File: config.mk
export PLATFORM = sky130hd
export DESIGN_NAME = gin_sequencer
export DESIGN_NICKNAME = d
export VERILOG_FILES = /design/src/rtl/gin_pkg.sv /design/src/rtl/gin_wdt.sv /design/src/rtl/gin_sequencer.sv
export SDC_FILE = /design/constraint.sdc
export NUM_CORES = 1
export LEC_CHECK = 0
export ABC_CLOCK_PERIOD_IN_PS = 2070
export CORE_ASPECT_RATIO = 1.4
export CORE_MARGIN = 2
export CORE_UTILIZATION = 30
export CTS_CLUSTER_SIZE = 25
export DETAILED_ROUTE_END_ITERATION = 16
export DONT_BUFFER_PORTS = 1
export HOLD_SLACK_MARGIN = 0.02
export PLACE_DENSITY = 0.53
export SYNTH_ARGS = -nofsm -noshare
export SYNTH_HDL_FRONTEND = slang
export SYNTH_SLANG_ARGS = --single-unit
File: constraint.sdc
create_clock -name clk -period 2.07 [get_ports clk]
set_input_delay 0.414 -clock clk [delete_from_list [all_inputs] [get_ports clk]]
set_output_delay 0.414 -clock clk [all_outputs]
set_load 0.05 [all_outputs]
File: src/rtl/gin_pkg.sv
// -----------------------------------------------------------------------------
// gin_pkg
// Shared definitions for the gin multicast bus sequencer:
//   - default values for the sequencer parameters
//   - fixed counter widths (delivered-token counter, WAIT-state counter)
//   - FSM state encoding, also exported on the sequencer debug port
// -----------------------------------------------------------------------------
package gin_pkg;

  // Default parameter values for gin_sequencer.
  localparam int DEFAULT_BITWIDTH        = 16;
  localparam int DEFAULT_TAG_LENGTH      = 4;
  localparam int DEFAULT_NUM_CONTROLLERS = 10;
  localparam int DEFAULT_TIMEOUT_CYCLES  = 255;

  // Delivered-token counter width; the counter wraps at 2**16.
  localparam int TX_COUNT_WIDTH = 16;

  // WAIT-state counter width; wide enough for the largest legal
  // TIMEOUT_CYCLES (65535).
  localparam int WAIT_CNT_WIDTH = 16;

  // Sequencer FSM states.
  //   IDLE : waiting for a program request or a data token
  //   PROG : shifting configuration tags into the controller scan chain
  //   SEND : broadcasting one token on the bus (single cycle)
  //   WAIT : waiting for every controller to report ready again
  typedef enum logic [1:0] {
    IDLE = 2'd0,
    PROG = 2'd1,
    SEND = 2'd2,
    WAIT = 2'd3
  } state_t;

endpackage

File: src/rtl/gin_wdt.sv
// -----------------------------------------------------------------------------
// gin_wdt
// Watchdog counter for the sequencer WAIT state.
//
// Ports:
//   clk      in   rising-edge clock
//   rstb     in   synchronous active-high reset
//   clear    in   force the count to zero (held while not waiting)
//   enable   in   count one cycle
//   expired  out  high in the last allowed counting cycle
//   count    out  current count (0 in the first counting cycle)
//
// The count is 0 in the first enabled cycle and rises by one per enabled
// cycle. expired is raised in the enabled cycle whose count is
// TIMEOUT_CYCLES-1, i.e. in the TIMEOUT_CYCLES-th counting cycle; the
// owner leaves the waiting state at the end of that cycle, which is the
// edge at which the count would have reached TIMEOUT_CYCLES.
// -----------------------------------------------------------------------------
module gin_wdt
  import gin_pkg::*;
#(
  parameter int TIMEOUT_CYCLES = DEFAULT_TIMEOUT_CYCLES
) (
  input  logic                      clk,
  input  logic                      rstb,
  input  logic                      clear,
  input  logic                      enable,
  output logic                      expired,
  output logic [WAIT_CNT_WIDTH-1:0] count
);

  localparam logic [WAIT_CNT_WIDTH-1:0] LAST_COUNT =
    WAIT_CNT_WIDTH'(TIMEOUT_CYCLES - 1);

  logic [WAIT_CNT_WIDTH-1:0] cnt_q;

  always_ff @(posedge clk) begin
    if (rstb || clear) begin
      cnt_q <= '0;
    end else if (enable) begin
      cnt_q <= cnt_q + 1'b1;
    end
  end

  assign expired = enable && (cnt_q == LAST_COUNT);
  assign count   = cnt_q;

endmodule

File: src/rtl/gin_sequencer.sv
// -----------------------------------------------------------------------------
// gin_sequencer
// Drives a multicast bus shared by NUM_CONTROLLERS controllers. It either
// programs the controllers' scan-tag chain (one tag per controller, shifted
// serially) or broadcasts data tokens and waits for every controller to
// become ready again before accepting the next one.
//
// Ports:
//   clk, rstb              clock (rising edge), synchronous active-high reset
//   prog_start             request to program the scan-tag chain (IDLE only)
//   cfg_valid/cfg_ready    configuration tag handshake, tag on cfg_tag
//   prog_done              one-cycle pulse with the last bus_program pulse
//   in_valid/in_ready      data token handshake, in_tag/in_data
//   bus_program            scan-chain shift enable (registered)
//   bus_scan_tag           scan-chain serial tag (registered)
//   bus_enable             token broadcast strobe (registered)
//   bus_tag, bus_data      broadcast tag/data (registered)
//   bus_ready              per-controller ready vector
//   busy                   FSM not in IDLE
//   err_timeout, err_clear sticky WAIT timeout flag and its clear
//   tx_count               delivered-token counter (wraps)
//   dbg_state              current FSM state
//
// Handshakes: a transfer happens on a rising edge where valid and ready are
// both high. The source holds its payload stable while valid is high and
// not yet accepted; ready never depends on valid.
//
// Scan-chain order: tags are shifted toward the far end of the chain, so
// the first accepted tag belongs to controller NUM_CONTROLLERS-1 and the
// last one to controller 0. The sequencer shifts tags in arrival order;
// the upstream source supplies them farthest-first.
// -----------------------------------------------------------------------------
module gin_sequencer
  import gin_pkg::*;
#(
  parameter int BITWIDTH        = DEFAULT_BITWIDTH,
  parameter int TAG_LENGTH      = DEFAULT_TAG_LENGTH,
  parameter int NUM_CONTROLLERS = DEFAULT_NUM_CONTROLLERS,
  parameter int TIMEOUT_CYCLES  = DEFAULT_TIMEOUT_CYCLES
) (
  input  logic                       clk,
  input  logic                       rstb,
  input  logic                       prog_start,
  input  logic                       cfg_valid,
  output logic                       cfg_ready,
  input  logic [TAG_LENGTH-1:0]      cfg_tag,
  output logic                       prog_done,
  input  logic                       in_valid,
  output logic                       in_ready,
  input  logic [TAG_LENGTH-1:0]      in_tag,
  input  logic [BITWIDTH-1:0]        in_data,
  output logic                       bus_program,
  output logic [TAG_LENGTH-1:0]      bus_scan_tag,
  output logic                       bus_enable,
  output logic [TAG_LENGTH-1:0]      bus_tag,
  output logic [BITWIDTH-1:0]        bus_data,
  input  logic [NUM_CONTROLLERS-1:0] bus_ready,
  output logic                       busy,
  output logic                       err_timeout,
  input  logic                       err_clear,
  output logic [TX_COUNT_WIDTH-1:0]  tx_count,
  output state_t                     dbg_state
);

  // Handshake counter during PROG; one extra bit keeps NUM_CONTROLLERS=1 legal.
  localparam int PCW = $clog2(NUM_CONTROLLERS + 1);
  localparam logic [PCW-1:0] LAST_CFG = PCW'(NUM_CONTROLLERS - 1);

  state_t state, state_next;

  logic                      ready_all;
  logic                      cfg_hs;
  logic                      in_hs;
  logic                      prog_last;
  logic                      wait_done;
  logic                      wait_to;
  logic                      wait_clear;
  logic                      wait_en;
  logic                      wdt_expired;
  logic [WAIT_CNT_WIDTH-1:0] wait_cnt;

  logic [PCW-1:0]            prog_cnt_q;
  logic                      bus_program_q;
  logic [TAG_LENGTH-1:0]     scan_tag_q;
  logic                      bus_enable_q;
  logic [TAG_LENGTH-1:0]     tag_q;
  logic [BITWIDTH-1:0]       data_q;
  logic                      prog_done_q;
  logic                      err_q;
  logic [TX_COUNT_WIDTH-1:0] tx_count_q;

  // ---------------------------------------------------------------------------
  // Handshake and exit conditions
  // ---------------------------------------------------------------------------
  assign ready_all = &bus_ready;
  assign cfg_hs    = cfg_valid && cfg_ready;
  assign in_hs     = in_valid && in_ready;
  assign prog_last = cfg_hs && (prog_cnt_q == LAST_CFG);

  // wait_cnt is 0 in the first WAIT cycle, so a controller ready vector
  // that never dropped still costs one full WAIT cycle before release.
  assign wait_done = (state == WAIT) && ready_all && (wait_cnt != '0);

  // A normal release in the expiry cycle takes precedence over the timeout.
  assign wait_to   = wdt_expired && !wait_done;

  // ---------------------------------------------------------------------------
  // WAIT-state watchdog
  // ---------------------------------------------------------------------------
  gin_wdt #(
    .TIMEOUT_CYCLES (TIMEOUT_CYCLES)
  ) u_wdt (
    .clk     (clk),
    .rstb    (rstb),
    .clear   (wait_clear),
    .enable  (wait_en),
    .expired (wdt_expired),
    .count   (wait_cnt)
  );

  // ---------------------------------------------------------------------------
  // FSM: state register
  // ---------------------------------------------------------------------------
  always_ff @(posedge clk) begin
    if (rstb) begin
      state <= IDLE;
    end else begin
      state <= state_next;
    end
  end

  // ---------------------------------------------------------------------------
  // FSM: next state
  // ---------------------------------------------------------------------------
  always_comb begin
    state_next = state;
    case (state)
      IDLE: begin
        // prog_start wins over a pending token; in_hs is already masked by it.
        if (prog_start) begin
          state_next = PROG;
        end else if (in_hs) begin
          state_next = SEND;
        end
      end
      PROG: begin
        if (prog_last) begin
          state_next = IDLE;
        end
      end
      SEND: begin
        state_next = WAIT;
      end
      WAIT: begin
        if (wait_done || wait_to) begin
          state_next = IDLE;
        end
      end
      default: begin
        state_next = IDLE;
      end
    endcase
  end

  // ---------------------------------------------------------------------------
  // FSM: outputs decoded from the current state
  // ---------------------------------------------------------------------------
  always_comb begin
    cfg_ready  = (state == PROG);
    in_ready   = (state == IDLE) && ready_all && !prog_start;
    busy       = (state != IDLE);
    wait_en    = (state == WAIT);
    wait_clear = (state != WAIT);
  end

  // ---------------------------------------------------------------------------
  // Registered bus outputs, counters and flags
  // ---------------------------------------------------------------------------
  always_ff @(posedge clk) begin
    if (rstb) begin
      prog_cnt_q    <= '0;
      bus_program_q <= 1'b0;
      scan_tag_q    <= '0;
      bus_enable_q  <= 1'b0;
      tag_q         <= '0;
      data_q        <= '0;
      prog_done_q   <= 1'b0;
      err_q         <= 1'b0;
      tx_count_q    <= '0;
    end else begin
      // Count configuration handshakes only while programming.
      if (state != PROG) begin
        prog_cnt_q <= '0;
      end else if (cfg_hs) begin
        prog_cnt_q <= prog_cnt_q + 1'b1;
      end

      // One shift pulse per accepted tag; without a handshake the chain holds.
      bus_program_q <= cfg_hs;
      if (cfg_hs) begin
        scan_tag_q <= cfg_tag;
      end
      prog_done_q <= prog_last;

      // in_hs only occurs in IDLE, so this strobe lines up with SEND.
      bus_enable_q <= in_hs;
      if (in_hs) begin
        tag_q  <= in_tag;
        data_q <= in_data;
      end

      if (wait_done) begin
        tx_count_q <= tx_count_q + 1'b1;
      end

      // A timeout in the same cycle as err_clear leaves the flag set.
      if (wait_to) begin
        err_q <= 1'b1;
      end else if (err_clear) begin
        err_q <= 1'b0;
      end
    end
  end

  assign bus_program  = bus_program_q;
  assign bus_scan_tag = scan_tag_q;
  assign bus_enable   = bus_enable_q;
  assign bus_tag      = tag_q;
  assign bus_data     = data_q;
  assign prog_done    = prog_done_q;
  assign err_timeout  = err_q;
  assign tx_count     = tx_count_q;
  assign dbg_state    = state;

endmodule

==> results of run 1 <==
-- where the power goes --
part	switching (mW)	internal [mW]	leakage [nW]
Clock	0.512	1.11	0.156
Combinational	0.0345	0.0180	0.540
Sequential	0.0202	1.28	0.532
-- cells by family after synthesis --
family                   synth area share [%]
XOR/XNOR                                 8.73
AND/OR/NAND/NOR                          31.9
adder cells (fa/ha/maj)                  2.58
buffers and inverters                    4.39
flip-flops                               45.4
AO/OA/AOI/OAI                            6.62
multiplexers                            0.344
-- per-layer routing --
layer  routed length (um)  share of wire (%)  global-route usage (%)  up-vias
li1                     -                  -                       -     1213
met1                 2980                 42                    16.0     1102
met2                 3400                 48                    21.8       49
met3                  423                6.0                    5.39       17
met4                  218                3.1                    7.31        0
met5                    0                  0                       0        -
-- registers in the layout, indices dropped and copies added (netlist names) --
register,cells
bus_scan_tag,4
prog_done,1
bus_data,16
tx_count,16
bus_enable,1
err_timeout,1
prog_cnt_q,4
bus_tag,4
dbg_state,2
u_wdt.count,16
bus_program,1
-- timing repair --
action                                  in CTS  in global routing
endpoints found under the setup margin       0                  1
resized for setup                            0                  1
hold buffers                                 0                  0
setup buffers                                0                  0
-- area by class of cell --
type / instances / area share [%]
inverters: 8 / 0.871
repair buffers: 22 / 4.79
clock buffers: 13 / 7.55
clock inverters: 2 / 1.74
flip-flops and latches: 66 / 38.3
multi-input cells: 252 / 42.7
well taps: 110 / 3.99
-- worst register-to-register path, cell delays in order (launching register included) --
cell and delay [ns]:
dfxtp_1 0.34, inv_1 0.09, ha_1 0.15, nor4b_1 0.33, and4_4 0.39, nor3_1 0.12, a41o_1 0.26, a21oi_1 0.11
-- cell usage after synthesis --
library cell and instances:
nand4b_1 1, and2_1 6, mux2i_1 1, a221oi_1 1, nor4_1 9, nor3_1 6, nor3_2 1, dlymetal6s2s_1 1
buf_2 4, and3_1 5, or4_4 1, dfxtp_1 66, or4_1 2, xor2_1 14, xnor2_1 15, nor4b_1 2
nand4_2 1, clkbuf_2 1, nor4b_4 1, o21ai_0 2, nor3b_1 1, and4_1 3, nand3_1 17, a211oi_1 1
nand2_1 56, or3_1 3, nor2_1 41, o21bai_1 1, or2_2 2, nand2b_1 1, a41o_1 1, and4_4 1
a32oi_1 1, buf_6 2, clkbuf_1 10, a21oi_1 28, nand4_1 16, nand3b_1 1, and4_2 1, inv_1 8
nor3b_2 1, ha_1 6, nor2b_1 2
-- final timing paths --
check | to | slack, ns
max reg2reg | tx_count[15] | 0.20
min reg2reg | u_wdt.count[0] | 0.47
min | bus_data[15] | 0.16
max | in_ready | 0.06
-- layout by cell type (no fill, tap or decap), types with 3 or more instances in the layout --
master / count
dfxtp_1: 66
nand2_1: 56
nor2_1: 41
a21oi_1: 28
buf_4: 22
nand4_1: 16
nand3_1: 16
xnor2_1: 15
xor2_1: 14
nor4_1: 9
clkbuf_16: 9
inv_1: 8
and2_1: 6
ha_1: 6
nor3_1: 5
and3_1: 4
and4_1: 3
or3_1: 3
-- per-stage QoR --
stage / util (%) / total power, mW
2_1_floorplan: - / 1.38
3_3_place_gp: 33.0 / 1.38
3_5_place_dp: 33.0 / 1.38
4_1_cts: 36.4 / 3.02
5_1_grt: 36.4 / 3.08
6_report: 36.4 / 2.98
==> metrics.md, run 1 <==
| Metric | Value |
|---|---|
| WP data required | `1.66 ns` |
| Antenna violations before repair | `0` |
| DRC Markers | `0` |
| RSZ-0062 raised after global routing | `no` |
| R2R depth | `7` |
| Syn Nets | `390` |
| Hold Path Class | `in2reg` |
| Critical Path Max Stage Delay | `0.38 ns` |
| Hold Startpoint | `rstb` |
| Final Setup Violations | `0` |
| Syn Inst Count | `344` |
| Crit path launch type | `flop` |
| Wirelength, routed | `7020 um` |
| Largest net degree at the start of global routing | `47` |
| Final #Nets | `405` |
| Die ar. | `10500 um^2` |
| Via/cell ratio | `5.03` |
| Max Slew Vio Count | `0` |
| Fin. Hold Viols | `0` |
| Design area | `3450 um^2` |
| CP Capture Type | `primary output` |
| Max_cap viols | `0` |
| Post-route ant nets | `0` |
| DP HPWL | `5100 um` |
| Seq. cell area | `1320 um^2` |
| CTS tree | `built` |
| Port Buffers | `0` |
| Register bit count reported by yosys | `66` |
| CP Launch Point | `dbg_state[1]` |
| GPL Wtd Cong | `0.772` |
| Number of global-route vias before repair | `2305` |
| Initial Util | `30.8%` |
| Area leader, netlist | `dfxtp_1` |
| Largest cells by area after synthesis | `dfxtp_1 (45%), nand2_1 (7.2%), nor2_1 (5.3%)` |
| Remaining Overflow, GRT | `0` |
| CP Buf/Inv Count | `0` |
| Die Wd | `87.2 um` |
| Power Density | `864 nW/um^2` |
| Clock Sinks | `66` |
| Hold_ws | `0.155 ns` |
| Master of the slowest instance on the critical path | `dfxtp_1` |
| Drt first pass iters | `4` |
| Status | `finished clean` |
| Synthesis Warnings | `0` |
| Final setup margin | `0.0569 ns` |
| DRT iter0 DRCs | `76` |
| Relative slew slack | `55.2%` |
| Syn Area/Cell | `8.46 um^2` |
| Area Overhead vs Synth | `18.5%` |
| Worst path depth | `3` |
| Via count | `2381` |
| Area fraction of the dominant cell type after synthesis | `45.4%` |
| Critical path arrival | `1.60 ns` |
| Hold path depth | `1` |
| Share of cells above drive strength 1 | `12.9%` |
| Row count | `42` |
| Post-synthesis sequential area ratio | `45.4%` |
| Area of the multi-input gates | `1470 um^2` |
| Core Footprint | `9460 um^2` |
| CP cell instances | `or2_2, nor2_1, and3_2` |
| Depth of the CTS H-tree | `3` |
| Reg2Reg Launch Point | `u_wdt.count[0]` |
| VDD IR-drop max | `274 uV` |
| CP max FO | `6` |
| Reg clk slew, reported paths | `0.05 ns` |
| Leak | `1.23 nW` |
| TritonCTS Buffers | `9` |
| Synth unique cells | `43` |
| Placed cell area | `3120 um^2` |
| Setup TNS | `0 ns` |
| WL/cell | `14.8 um` |
| First-pass GRT wire length | `11300 um` |
| Layout fillers | `980` |
| Worst Skew | `0.00398 ns` |
| Max clock buf depth | `2` |
| Slew @ Worst Pin | `0.672 ns` |
| Total GRT Usage | `13.8%` |
| Dpl cells | `458` |
| Inserted Diodes | `0` |
| Die height | `121 um` |
| Clock Latency Late Sink | `0.32 ns` |
| Critical path class | `reg2out` |
| Setup WS pre-CTS | `0.191 ns` |
| Final min period | `2.01 ns` |
| Delay-heaviest family, CP | `simple AND/OR/NAND/NOR gates` |
| IO Pins | `89` |
| Root Buffer | `clkbuf_16` |
| Fin crit share | `97.3%` |
| Finished Layout Cells | `473` |
| Achievable Freq | `497 MHz` |
| Mapped Area | `2910 um^2` |
Note: power is estimated with default switching activity, not from simulation.
==> run 2, diff against run 1 <==
--- a/config.mk
+++ b/config.mk
@@ -6,5 +6,5 @@
 export NUM_CORES = 1
 export LEC_CHECK = 0
-export ABC_CLOCK_PERIOD_IN_PS = 2070
+export ABC_CLOCK_PERIOD_IN_PS = 2000
 export CORE_ASPECT_RATIO = 1.4
 export CORE_MARGIN = 2
==> constraint.sdc (replaced) <==
create_clock -name clk -period 2 [get_ports clk]
set_input_delay 0.4 -clock clk [delete_from_list [all_inputs] [get_ports clk]]
set_output_delay 0.4 -clock clk [all_outputs]
set_load 0.005 [all_outputs]
==> run 2 against run 1 <==
  * Die area unchanged
  * Final cell count down 3.2%
  * Clock skew hardly changed
  * Setup slack improved by 0.15 ns
  * Power down 9.5%
  * Utilization is 1.7 points lower
  * Routed wire length hardly changed
  * Critical path type is now reg2reg
  * Largest cell class unchanged
  * Largest power group is now sequential cells
==> metrics.md, run 2 (same netlist as run 1, synthesis figures left out) <==
| Metric | Value |
|---|---|
| Commonest non-fill, non-tap cells in the layout | `dfxtp_1 (66), nand2_1 (56), nor2_1 (41), a21oi_1 (28), nand3_1 (17)` |
| IO Pins | `89 (unchanged)` |
| Clock Latency Late Sink | `0.32 ns (about the same)` |
| CTS tree | `built` |
| Most common cell after layout, fill and taps aside | `dfxtp_1` |
| Achievable Freq | `557 MHz` |
| Master of the slowest instance on the critical path | `dfxtp_1` |
| Hold Buf Count CTS | `0 (unchanged)` |
| DRC Markers | `0 (unchanged)` |
| Core Footprint | `9460 um^2 (unchanged)` |
| Initial Util | `30.8% (unchanged)` |
| Wirelength, routed | `7020 um (about the same)` |
| Root Buffer | `clkbuf_16` |
| WP data required | `2.22 ns (+0.56 ns)` |
| CP max FO | `12 (+6)` |
| Power Density | `820 nW/um^2 (-5.1%)` |
| Clock Sinks | `66 (unchanged)` |
| Hold_ws | `0.140 ns (-0.0151 ns)` |
| Crit path launch type | `flop` |
| Inserted Diodes | `0 (unchanged)` |
| Max_cap viols | `0 (unchanged)` |
| WL/cell | `15.3 um (+3.2%)` |
| VDD IR-drop max | `326 uV (+19%)` |
| Fin crit share | `89.7%` |
| Area Overhead vs Synth | `12.9%` |
| Die height | `121 um (unchanged)` |
| Fin. Hold Viols | `0 (unchanged)` |
| Layout fillers | `992 (+1.2%)` |
| Final Power | `2.69 mW (-9.5%)` |
| Seq. cell area | `1320 um^2 (unchanged)` |
| Depth of the CTS H-tree | `3 (unchanged)` |
| Final #Nets | `392 (-3.2%)` |
| Number of global-route vias before repair | `2200 (-4.6%)` |
| Post-route ant nets | `0 (unchanged)` |
| CP cell instances | `inv_1, ha_1, nor4b_2, and4_4, nor4_1, xnor2_1, nor2_1` |
| Critical path class | `reg2reg` |
| Slew @ Worst Pin | `0.626 ns (-0.0458 ns)` |
| Setup TNS | `0 ns (unchanged)` |
| Post-CTS Setup Bufs | `0 (unchanged)` |
| Drt first pass iters | `4 (unchanged)` |
| Largest net degree at the start of global routing | `47 (unchanged)` |
| Max Slew Vio Count | `0 (unchanged)` |
| Hold Path Class | `in2reg` |
| TritonCTS Buffers | `9 (unchanged)` |
| Total GRT Usage | `13.7% (-0.13 points)` |
| Die Wd | `87.2 um (unchanged)` |
| Reg clk slew, reported paths | `0.05 ns (about the same)` |
| Final Setup Violations | `0 (unchanged)` |
| DRT iter0 DRCs | `109 (+43%)` |
| Worst Skew | `0.00442 ns (+0.000440 ns)` |
| Die ar. | `10500 um^2 (unchanged)` |
| Row count | `42 (unchanged)` |
| Critical path arrival | `2.01 ns (+0.41 ns)` |
| Final min period | `1.79 ns` |
| Setup slack, reg-to-reg | `0.21 ns (about the same)` |
| Via/cell ratio | `5.11 (+1.5%)` |
| Critical Path Max Stage Delay | `0.39 ns (about the same)` |
| First-pass GRT wire length | `11000 um (-2.5%)` |
| RSZ-0062 raised after global routing | `no` |
| Antenna violations before repair | `0 (unchanged)` |
| Share of cells above drive strength 1 | `9.48% (-3.5 points)` |
| Finished Layout Cells | `458 (-3.2%)` |
| DP HPWL | `5140 um (+0.64%)` |
| Remaining Overflow, GRT | `0 (unchanged)` |
| Status | `finished clean` |
| CP Capture Type | `flop` |
| Area of the multi-input gates | `1490 um^2 (+1.0%)` |
| Via count | `2341 (-1.7%)` |
| GPL Wtd Cong | `0.727 (-5.8%)` |
| Relative slew slack | `58.2% (+3.1 points)` |
| Max clock buf depth | `2 (unchanged)` |
| Leak | `1.12 nW (-8.5%)` |
| Final Util | `34.7% (-1.7 points)` |
| Dpl cells | `445 (-2.8%)` |
| Port Buffers | `0 (unchanged)` |
## run 2: cell type report
type | instances | share of cell area [%]
well taps | 110 | 4.19
clock inverters | 1 | 0.152
flip-flops and latches | 66 | 40.2
inverters | 8 | 0.914
repair buffers | 9 | 2.06
multi-input cells | 252 | 45.3
clock buffers | 12 | 7.20
## run 2: power by group
part           switching, mW  internal (mW)
registers            0.00835           1.32
logic                 0.0194         0.0160
clock network          0.510          0.815
total                  0.538           2.15
## run 2: per-stage QoR
step                setup WS (ns)  instance area [um^2]
global route               0.0484                  3280
finish                      0.205                  3280
CTS                        0.0758                  3260
global placement            0.126                  3020
detailed placement         0.0904                  3020
floorplan                   0.308                  2910
## run 2: routing by layer
layer  up-vias  GRT usage (%)  part of all wire [%]
met5         -              0                     0
met4         0           6.73                   1.8
met3         7           6.21                   7.6
met2        61           22.3                    49
met1      1088           14.9                    42
li1       1185              -                     -
## run 2: path summary, 6_finish.rpt
path                  start      endpoint  cells after the start
max          u_wdt.count[0]   tx_count[6]                      7
max reg2reg  u_wdt.count[0]   tx_count[6]                      7
min reg2reg    bus_data[12]  bus_data[12]                      2
min                    rstb   bus_data[0]                      1
## run 2: critical path, delay by kind of cell, from the launching register on
kind / cells / cell delay (ns)
simple gates: 4 / 0.85
xor+xnor: 1 / 0.17
flops: 1 / 0.39
buf+inv: 1 / 0.08
fa+ha+maj: 1 / 0.20
## run 2: timing repair
item / CTS / global route
gates resized for setup: 0 / 5
hold endpoints to repair: 0 / 0
setup endpoints to repair: 0 / 4
